### src/rtl/regfile_pkg.sv
// Shared widths, types and constants for the multi-port integer register file.
package regfile_pkg;

    localparam int XLEN_DEFAULT  = 32;
    localparam int DEPTH_DEFAULT = 32;
    localparam int AW_DEFAULT    = $clog2(DEPTH_DEFAULT);

    // x0 is hardwired to zero and never tracked as pending.
    localparam int ZERO_REG = 0;

    typedef logic [AW_DEFAULT-1:0]   reg_addr_t;
    typedef logic [XLEN_DEFAULT-1:0] reg_data_t;

endpackage

### src/rtl/regfile_scoreboard.sv
// Pending-write scoreboard: busy bit per register, set on issue, cleared on writeback; 1-cycle state update.
// No backpressure: rsv_ok_o is combinational and a rejected reservation must be retried by issue.
module regfile_scoreboard
    import regfile_pkg::*;
#(
    parameter  int DEPTH  = DEPTH_DEFAULT,
    parameter  int NWRITE = 1,
    localparam int AW     = $clog2(DEPTH)
) (
    input  logic                 clk,
    input  logic                 resetn,
    input  logic [NWRITE-1:0]    wr_en_i,
    input  logic [NWRITE*AW-1:0] wr_addr_i,
    input  logic                 rsv_en_i,
    input  logic [AW-1:0]        rsv_addr_i,
    output logic                 rsv_ok_o,
    output logic [DEPTH-1:0]     busy_o
);

    logic [DEPTH-1:0]            busy_q;
    logic [DEPTH-1:0]            busy_d;
    logic [DEPTH-1:0]            clr;
    logic [NWRITE-1:0][AW-1:0]   wr_addr_v;
    logic                        rsv_zero;

    assign wr_addr_v = wr_addr_i;
    assign rsv_zero  = (rsv_addr_i == AW'(ZERO_REG));

    always_comb begin
        clr = '0;
        for (int j = 0; j < NWRITE; j++) begin
            if (wr_en_i[j]) begin
                clr[wr_addr_v[j]] = 1'b1;
            end
        end
    end

    // A writeback landing this cycle frees the register for a new owner.
    assign rsv_ok_o = resetn & rsv_en_i &
                      (rsv_zero | !busy_q[rsv_addr_i] | clr[rsv_addr_i]);

    always_comb begin
        busy_d = busy_q & ~clr;
        if (rsv_ok_o && !rsv_zero) begin
            busy_d[rsv_addr_i] = 1'b1;
        end
        busy_d[ZERO_REG] = 1'b0;
    end

    always_ff @(posedge clk) begin
        if (!resetn) begin
            busy_q <= '0;
        end else begin
            busy_q <= busy_d;
        end
    end

    assign busy_o = busy_q;

endmodule

### src/rtl/regfile_mp.sv
// Multi-port register file with write-to-read bypass and hazard scoreboard; reads registered, 1-cycle latency.
// No backpressure: read outputs hold while rd_en is low; reservations may be refused via rsv_ok.
module regfile_mp
    import regfile_pkg::*;
#(
    parameter  int XLEN   = XLEN_DEFAULT,
    parameter  int DEPTH  = DEPTH_DEFAULT,
    parameter  int NREAD  = 2,
    parameter  int NWRITE = 1,
    localparam int AW     = $clog2(DEPTH)
) (
    input  logic                   clk,
    input  logic                   resetn,
    input  logic [NREAD-1:0]       rd_en,
    input  logic [NREAD*AW-1:0]    rd_addr,
    output logic [NREAD*XLEN-1:0]  rd_data,
    output logic [NREAD-1:0]       rd_busy,
    input  logic [NWRITE-1:0]      wr_en,
    input  logic [NWRITE*AW-1:0]   wr_addr,
    input  logic [NWRITE*XLEN-1:0] wr_data,
    input  logic                   rsv_en,
    input  logic [AW-1:0]          rsv_addr,
    output logic                   rsv_ok
);

    typedef logic [AW-1:0]   addr_t;
    typedef logic [XLEN-1:0] data_t;

    addr_t [NREAD-1:0]  rd_addr_v;
    addr_t [NWRITE-1:0] wr_addr_v;
    data_t [NWRITE-1:0] wr_data_v;

    data_t              regs_q [DEPTH];
    data_t              regs_d [DEPTH];
    data_t [NREAD-1:0]  rd_data_q;
    data_t [NREAD-1:0]  rd_data_d;
    logic  [NREAD-1:0]  rd_busy_q;
    logic  [NREAD-1:0]  rd_busy_d;
    logic  [DEPTH-1:0]  busy;

    assign rd_addr_v = rd_addr;
    assign wr_addr_v = wr_addr;
    assign wr_data_v = wr_data;

    regfile_scoreboard #(
        .DEPTH  (DEPTH),
        .NWRITE (NWRITE)
    ) u_scoreboard (
        .clk        (clk),
        .resetn     (resetn),
        .wr_en_i    (wr_en),
        .wr_addr_i  (wr_addr),
        .rsv_en_i   (rsv_en),
        .rsv_addr_i (rsv_addr),
        .rsv_ok_o   (rsv_ok),
        .busy_o     (busy)
    );

    // Ascending port order makes the highest-index writer win on collisions.
    always_comb begin
        regs_d = regs_q;
        for (int j = 0; j < NWRITE; j++) begin
            if (wr_en[j] && wr_addr_v[j] != addr_t'(ZERO_REG)) begin
                regs_d[wr_addr_v[j]] = wr_data_v[j];
            end
        end
    end

    // Busy comes from the pre-edge scoreboard, so a same-cycle reservation is invisible here.
    always_comb begin
        rd_data_d = rd_data_q;
        rd_busy_d = rd_busy_q;
        for (int i = 0; i < NREAD; i++) begin
            if (rd_en[i]) begin
                rd_data_d[i] = regs_q[rd_addr_v[i]];
                rd_busy_d[i] = busy[rd_addr_v[i]];
                for (int j = 0; j < NWRITE; j++) begin
                    if (wr_en[j] && wr_addr_v[j] == rd_addr_v[i]) begin
                        rd_data_d[i] = wr_data_v[j];
                        rd_busy_d[i] = 1'b0;
                    end
                end
                if (rd_addr_v[i] == addr_t'(ZERO_REG)) begin
                    rd_data_d[i] = '0;
                    rd_busy_d[i] = 1'b0;
                end
            end
        end
    end

    always_ff @(posedge clk) begin
        if (!resetn) begin
            regs_q    <= '{default: '0};
            rd_data_q <= '0;
            rd_busy_q <= '0;
        end else begin
            regs_q    <= regs_d;
            rd_data_q <= rd_data_d;
            rd_busy_q <= rd_busy_d;
        end
    end

    assign rd_data = rd_data_q;
    assign rd_busy = rd_busy_q;

endmodule

### config.mk
export PLATFORM = sky130hd
export DESIGN_NAME = regfile_mp
export DESIGN_NICKNAME = d
export VERILOG_FILES = /design/src/rtl/regfile_pkg.sv /design/src/rtl/regfile_scoreboard.sv /design/src/rtl/regfile_mp.sv
export SDC_FILE = /design/constraint.sdc
export NUM_CORES = 2
export LEC_CHECK = 0
export ABC_CLOCK_PERIOD_IN_PS = 2900
export BUFFER_PORTS_ARGS = -buffer_cell sky130_fd_sc_hd__buf_4
export CORE_MARGIN = 2
export CORE_UTILIZATION = 45
export DETAILED_ROUTE_END_ITERATION = 10
export SYNTH_ARGS = -nofsm -noshare
export SYNTH_HDL_FRONTEND = slang
export SYNTH_SLANG_ARGS = --single-unit
### constraint.sdc
create_clock -name clk -period 2.9 [get_ports clk]
set_clock_uncertainty 0.1 [all_clocks]
set_input_delay 0.435 -clock clk [delete_from_list [all_inputs] [get_ports clk]]
set_output_delay 0.435 -clock clk [all_outputs]
set_load 0.05 [all_outputs]
# Word-level counts from Yosys, hierarchy flattened
# Index checks and enable logic that the tools add are counted.
[word_totals] register_bits=1122 out_inout_bits=67 elab_cells=104
[classes] magnitude_cmp=10 n_eq_ne=2 n_mux=31 bitwise_logic=10 reduce_logical=13
[ops] cell="$bwmux W1024" count=1
[ops] cell="$mux W32" count=11
[ops] cell="$bmux W32 S5" count=2
[ops] cell="$demux W32 S5" count=1
[ops] cell="$and A32 B32 Y32" count=1
[ops] cell="$not A32 Y32" count=1
[ops] cell="$or A32 B32 Y32" count=1
[ops] cell="$lt A5 B6 Y1 const B" count=4
[ops] cell="$bmux W1 S5" count=4
[ops] cell="$ge A6 B6 Y1 const B" count=3
[ops] cell="$not A5 Y6" count=3
[ops] cell="$logic_not A5 Y1" count=3
[ops] cell="$demux W1 S5" count=2
[ops] cell="$eq A5 B5 Y1" count=2
[ops] cell="$ge A5 B1 Y1 const B" count=2
[ops] cell="$mux W1" count=10
[ops] cell="$logic_and A1 B1 Y1" count=7
[ops] cell="$lt A6 B1 Y1 const B" count=1
[ops] cell="$reduce_bool A5 Y1" count=1
[ops] cell="$and A1 B1 Y1" count=2
[ops] cell="$logic_not A1 Y1" count=2
[ops] cell="$or A1 B1 Y1" count=2

# Longest topological paths before layout
[depth] depth_word=11 ltp_mapped=10

# Modules after synthesis
# A second synthesis with hierarchy kept.
[hier_totals] cells_unflattened=6195 hier_area_um2=59238.1
[modules_own_cells] module="regfile_mp" n_inst=1 cells_each=5969 area_per_inst_um2=57254.9
[modules_own_cells] module="regfile_scoreboard" n_inst=1 cells_each=226 area_per_inst_um2=1983.2

# Worst setup path before layout
# OpenSTA, ideal clock, no wires.
[synth_timing] kind="input to output" startpoint="input port rsv_addr[0]" endpoint="output port rsv_ok" t_arrival_ns=2.762 t_required_ns=2.365 setup_slack_ns=-0.397 stages=8 n_path_buf=3 path_cell_list="buf_2 -> buf_1 -> mux2i_1 -> o22ai_1 -> nor3_1 -> clkbuf_1 -> o22ai_1 -> a21oi_1"
[synth_between] elab_chain_len=6 elab_cells_between_ends=9 classes_between="mux: 4; bitwise: 3; reduce/logical: 2"
[synth_lines] item="start: declaration" line="regfile_mp.sv:22" rtl="input logic [AW-1:0] rsv_addr,"
[synth_lines] item="$bmux W1 S5" line="regfile_scoreboard.sv:40" rtl="(rsv_zero | !busy_q[rsv_addr_i] | clr[rsv_addr_i]);"
[synth_lines] item="$mux W1 (not written as such)" line="regfile_scoreboard.sv:40"
[synth_lines] item="$logic_not A1 Y1" line="regfile_scoreboard.sv:40"
[synth_lines] item="$or A1 B1 Y1" line="regfile_scoreboard.sv:40"
[synth_lines] item="$or A1 B1 Y1 *" line="regfile_scoreboard.sv:40"
[synth_lines] item="$and A1 B1 Y1 *" line="regfile_scoreboard.sv:39" rtl="assign rsv_ok_o = resetn & rsv_en_i &"
[synth_lines] item="end: declaration" line="regfile_mp.sv:23" rtl="output logic rsv_ok"
# Every way passes the cells marked *; elsewhere a longest branch is shown, timed or not. The select of a mux whose other input is x is not followed.

# Worst setup path in the final report
[layout_timing] startpoint="register u_scoreboard.busy_q[9] (netlist: u_scoreboard.busy_o[9])" endpoint="output port rsv_ok"
[layout_between] elab_chain_len=6
[layout_lines] item="start: declaration" line="regfile_scoreboard.sv:20" rtl="logic [DEPTH-1:0] busy_q;"
[layout_lines] item="start signal: assignment" line="regfile_scoreboard.sv:54" rtl="busy_q <= busy_d;"
[layout_lines] item="$bmux W1 S5" line="regfile_scoreboard.sv:40"
[layout_lines] item="$mux W1 (not written as such)" line="regfile_scoreboard.sv:40"
[layout_lines] item="$logic_not A1 Y1" line="regfile_scoreboard.sv:40"
[layout_lines] item="$or A1 B1 Y1 (2 in a row)" line="regfile_scoreboard.sv:40"
[layout_lines] item="$and A1 B1 Y1" line="regfile_scoreboard.sv:39"
# Every way passes these cells. The select of a mux whose other input is x is not followed.

==> impl_metrics.toml <==
[critical_path]
worstPathCellList = "mux2i_1 > nor4b_2 > nor4_2 > o22ai_2 > a21oi_4 > buf_4"
critPathSlowestCell = "dfxtp_1"
worstPathMaxFanout = 5
crit_path_start_kind = "flip-flop"
path_class = "reg2out"
crit_buf_inv = 1
max_stage_delay_ps = 450
worst-endpoint-arrival_ps = 2270
required_ps = 2370
cp-end-kind = "primary output"
cp_top_family = "flip-flops"

[power]
cellLeakagePower_nw = 21.6
design_power_total_mw = 35.4
ir_worst_vdd_mv = 0.509
power_density_nw_per_um2 = 545

[place]
dp_hpwl_mm = 148
portBuffers = 124
gp_congestion = 0.928
placed_area_um2 = 60500
dp_cells = 7761

[sta]
fin_crit_sh_pct = 96.9
worst-slew-pin-transition_ps = 1150
maxSlewHeadroom_pct = 23.3
rsz0062_at_grt = "no"
drv_slew = 0
final_hold_viol_count = 0
tns_ps = 0
max_freq_mhz = 356
finalSetupViolCount = 0
period_needed_ps = 2810

[drt]
wl_mm = 241
ant_nets = 0
routed_via_density = 6.53
routedWlPerCell_um = 30.0
drtIter0Drc = 7626
drt-pass1-iter-count = 6
vias = 52300
drc = 0

[grt]
grt_pass1_vias = 49300
track_usage_pct = 36.9
grt_max_degree = 203
grt-ovfl-total = 0
antenna_found_initial = 11
grt_first_pass_wirelength_mm = 345

[synth]
syn_area_per_cell_um2 = 8.91
synth-edff-count = 0
syn-num-nets = 6412
syn_inst = 6354
synth.ff_latch_count = 1121
synthTopCellsByCount = "nand2_1 (2256), dfxtp_1 (1121), a21oi_1 (998)"
async_reset_ff_share_pct = 0
synth_cell_type_count = 57
synth_top_area_share_pct = 39.7
synthTopCellsByArea = "dfxtp_1 (40%), mux4_2 (23%), nand2_1 (15%), a21oi_1 (8.8%), clkbuf_1 (3.4%)"
yosys.area.top_type = "dfxtp_1"
yosys_warnings = 0
ys.flop_type = "dfxtp_1"
synth_area_um2 = 56600
yosysSeqAreaShare_pct = 39.7
yosysMostFrequentCell = "nand2_1"

[clocking]
numCtsBuffers = 121
cts_num_sinks = 1121
h-tree-depth = 3
cts_tree = "yes"
clock_latency_ps = 790
root_buffer = "clkbuf_16"
cts.clk_slew.worst_paths_ps = 60
cts_buffer_depth = 3
cts_setup_buffers = 0

[floorplan]
initial_utilization_pct = 45.2
die_h_um = 359
die_area_um2 = 129000
die_w_um = 359
row_count = 130
core_area_um2 = 125000
ios = 125

[final_layout]
fin_cells = 8011
drive_above_1_share_pct = 20.5
syn2layout_area_growth_pct = 14.9
stdcell_area_um2 = 65000
fillCellCount = 11300
nNetsFinal = 6321

[outcome]
run_status = "finished, final reports clean"

[run]
max_cap_viol_count = 0

[hold_path]
hold_class = "in2reg"
==> path summary, 6_finish.rpt <==
path / depth (start not counted) / to / from / slack (ps)
worst max-delay path: 6 / rsv_ok / u_scoreboard.busy_o[9] / 90
worst min-delay path: 3 / regs_q[594] / wr_data[18] / 20
worst max register to register: 5 / rd_data[3] / regs_q[771] / 860
worst min register to register: 2 / regs_q[551] / regs_q[551] / 360
==> placed cells by master (no fill, tap or decap), types with 30 or more instances in the layout <==
cell       count
buf_12        90
clkbuf_16    122
nand2_1     2225
nand3_1       65
and2_1        50
o21ai_0       76
inv_1         51
o211ai_1      30
mux2i_1       58
nor2_1        44
clkbuf_8      37
dfxtp_1     1121
buf_4        335
o221ai_1      35
mux4_2       570
nand2_2       31
a21oi_1      997
o22ai_1       33
==> cell type report <==
class                      instances  area [µm²]  share of cell area, %
tap                             1650        2060                   3.18
clock buffer                     179        3640                   5.60
inverter                          57         225                  0.346
antenna                            5        12.5                 0.0192
clock inverter                    37         544                  0.837
timing repair buffer             458        4670                   7.18
multi-input combinational       4504       31400                   48.3
sequential                      1121       22400                   34.5
==> sequential cells by signal, indices dropped and copies added (netlist names) <==
signal	flops
regs_q	1024
u_scoreboard.busy_o	31
rd_data	64
rd_busy	2
==> per-layer routing <==
metal | vias to the layer above | routed length (µm) | track usage [%]
met4 | 12 | 15200 | 20.1
met2 | 3716 | 106000 | 56.1
met3 | 875 | 30500 | 9.15
met5 | - | 70 | 0.333
met1 | 25700 | 88800 | 48.4
li1 | 22000 | - | -
==> worst min-delay path, stage by stage <==
cell and delay (ps):
buf_4 240, nand2_1 110, a21oi_1 50
==> through the flow <==
stage          hold WS (ps)  setup WS [ps]  util (%)
4_1_cts                3.14          0.955      51.9
3_3_place_gp            349            108      48.3
3_5_place_dp            357           84.0      48.3
6_report               23.8           90.7      51.9
5_1_grt                30.9           23.7      51.9
2_1_floorplan           343            148         -
==> report_power, final <==
part           switching (mW)  internal [mW]  total, mW
sequential              0.158           15.5       15.7
clock                    6.81           9.67       16.5
combinational            2.21           1.05       3.26
==> timing repair <==
| action | 4_1_cts | 5_1_grt |
|---|---|---|
| gates resized for setup | 1 | 5 |
| cloned | 0 | 0 |
| pin swaps | 1 | 0 |
| endpoints found under the hold margin | 549 | 0 |
| setup endpoints to repair | 1 | 1 |
| hold buffers | 29 | 0 |
==> logic make-up (layout without fill, tap and decap cells) <==
family / Yosys count / in the layout / synth area share [%]
compound gates: 1301 / 1301 / 12.8
xor+xnor: 15 / 15 / 0.232
buf+inv: 729 / 731 / 5.48
flops: 1121 / 1121 / 39.7
mux: 646 / 646 / 24.1
other cells: 0 / 5 / 0
simple gates: 2542 / 2542 / 17.7
No activity file was read; power rests on OpenSTA's default activity.
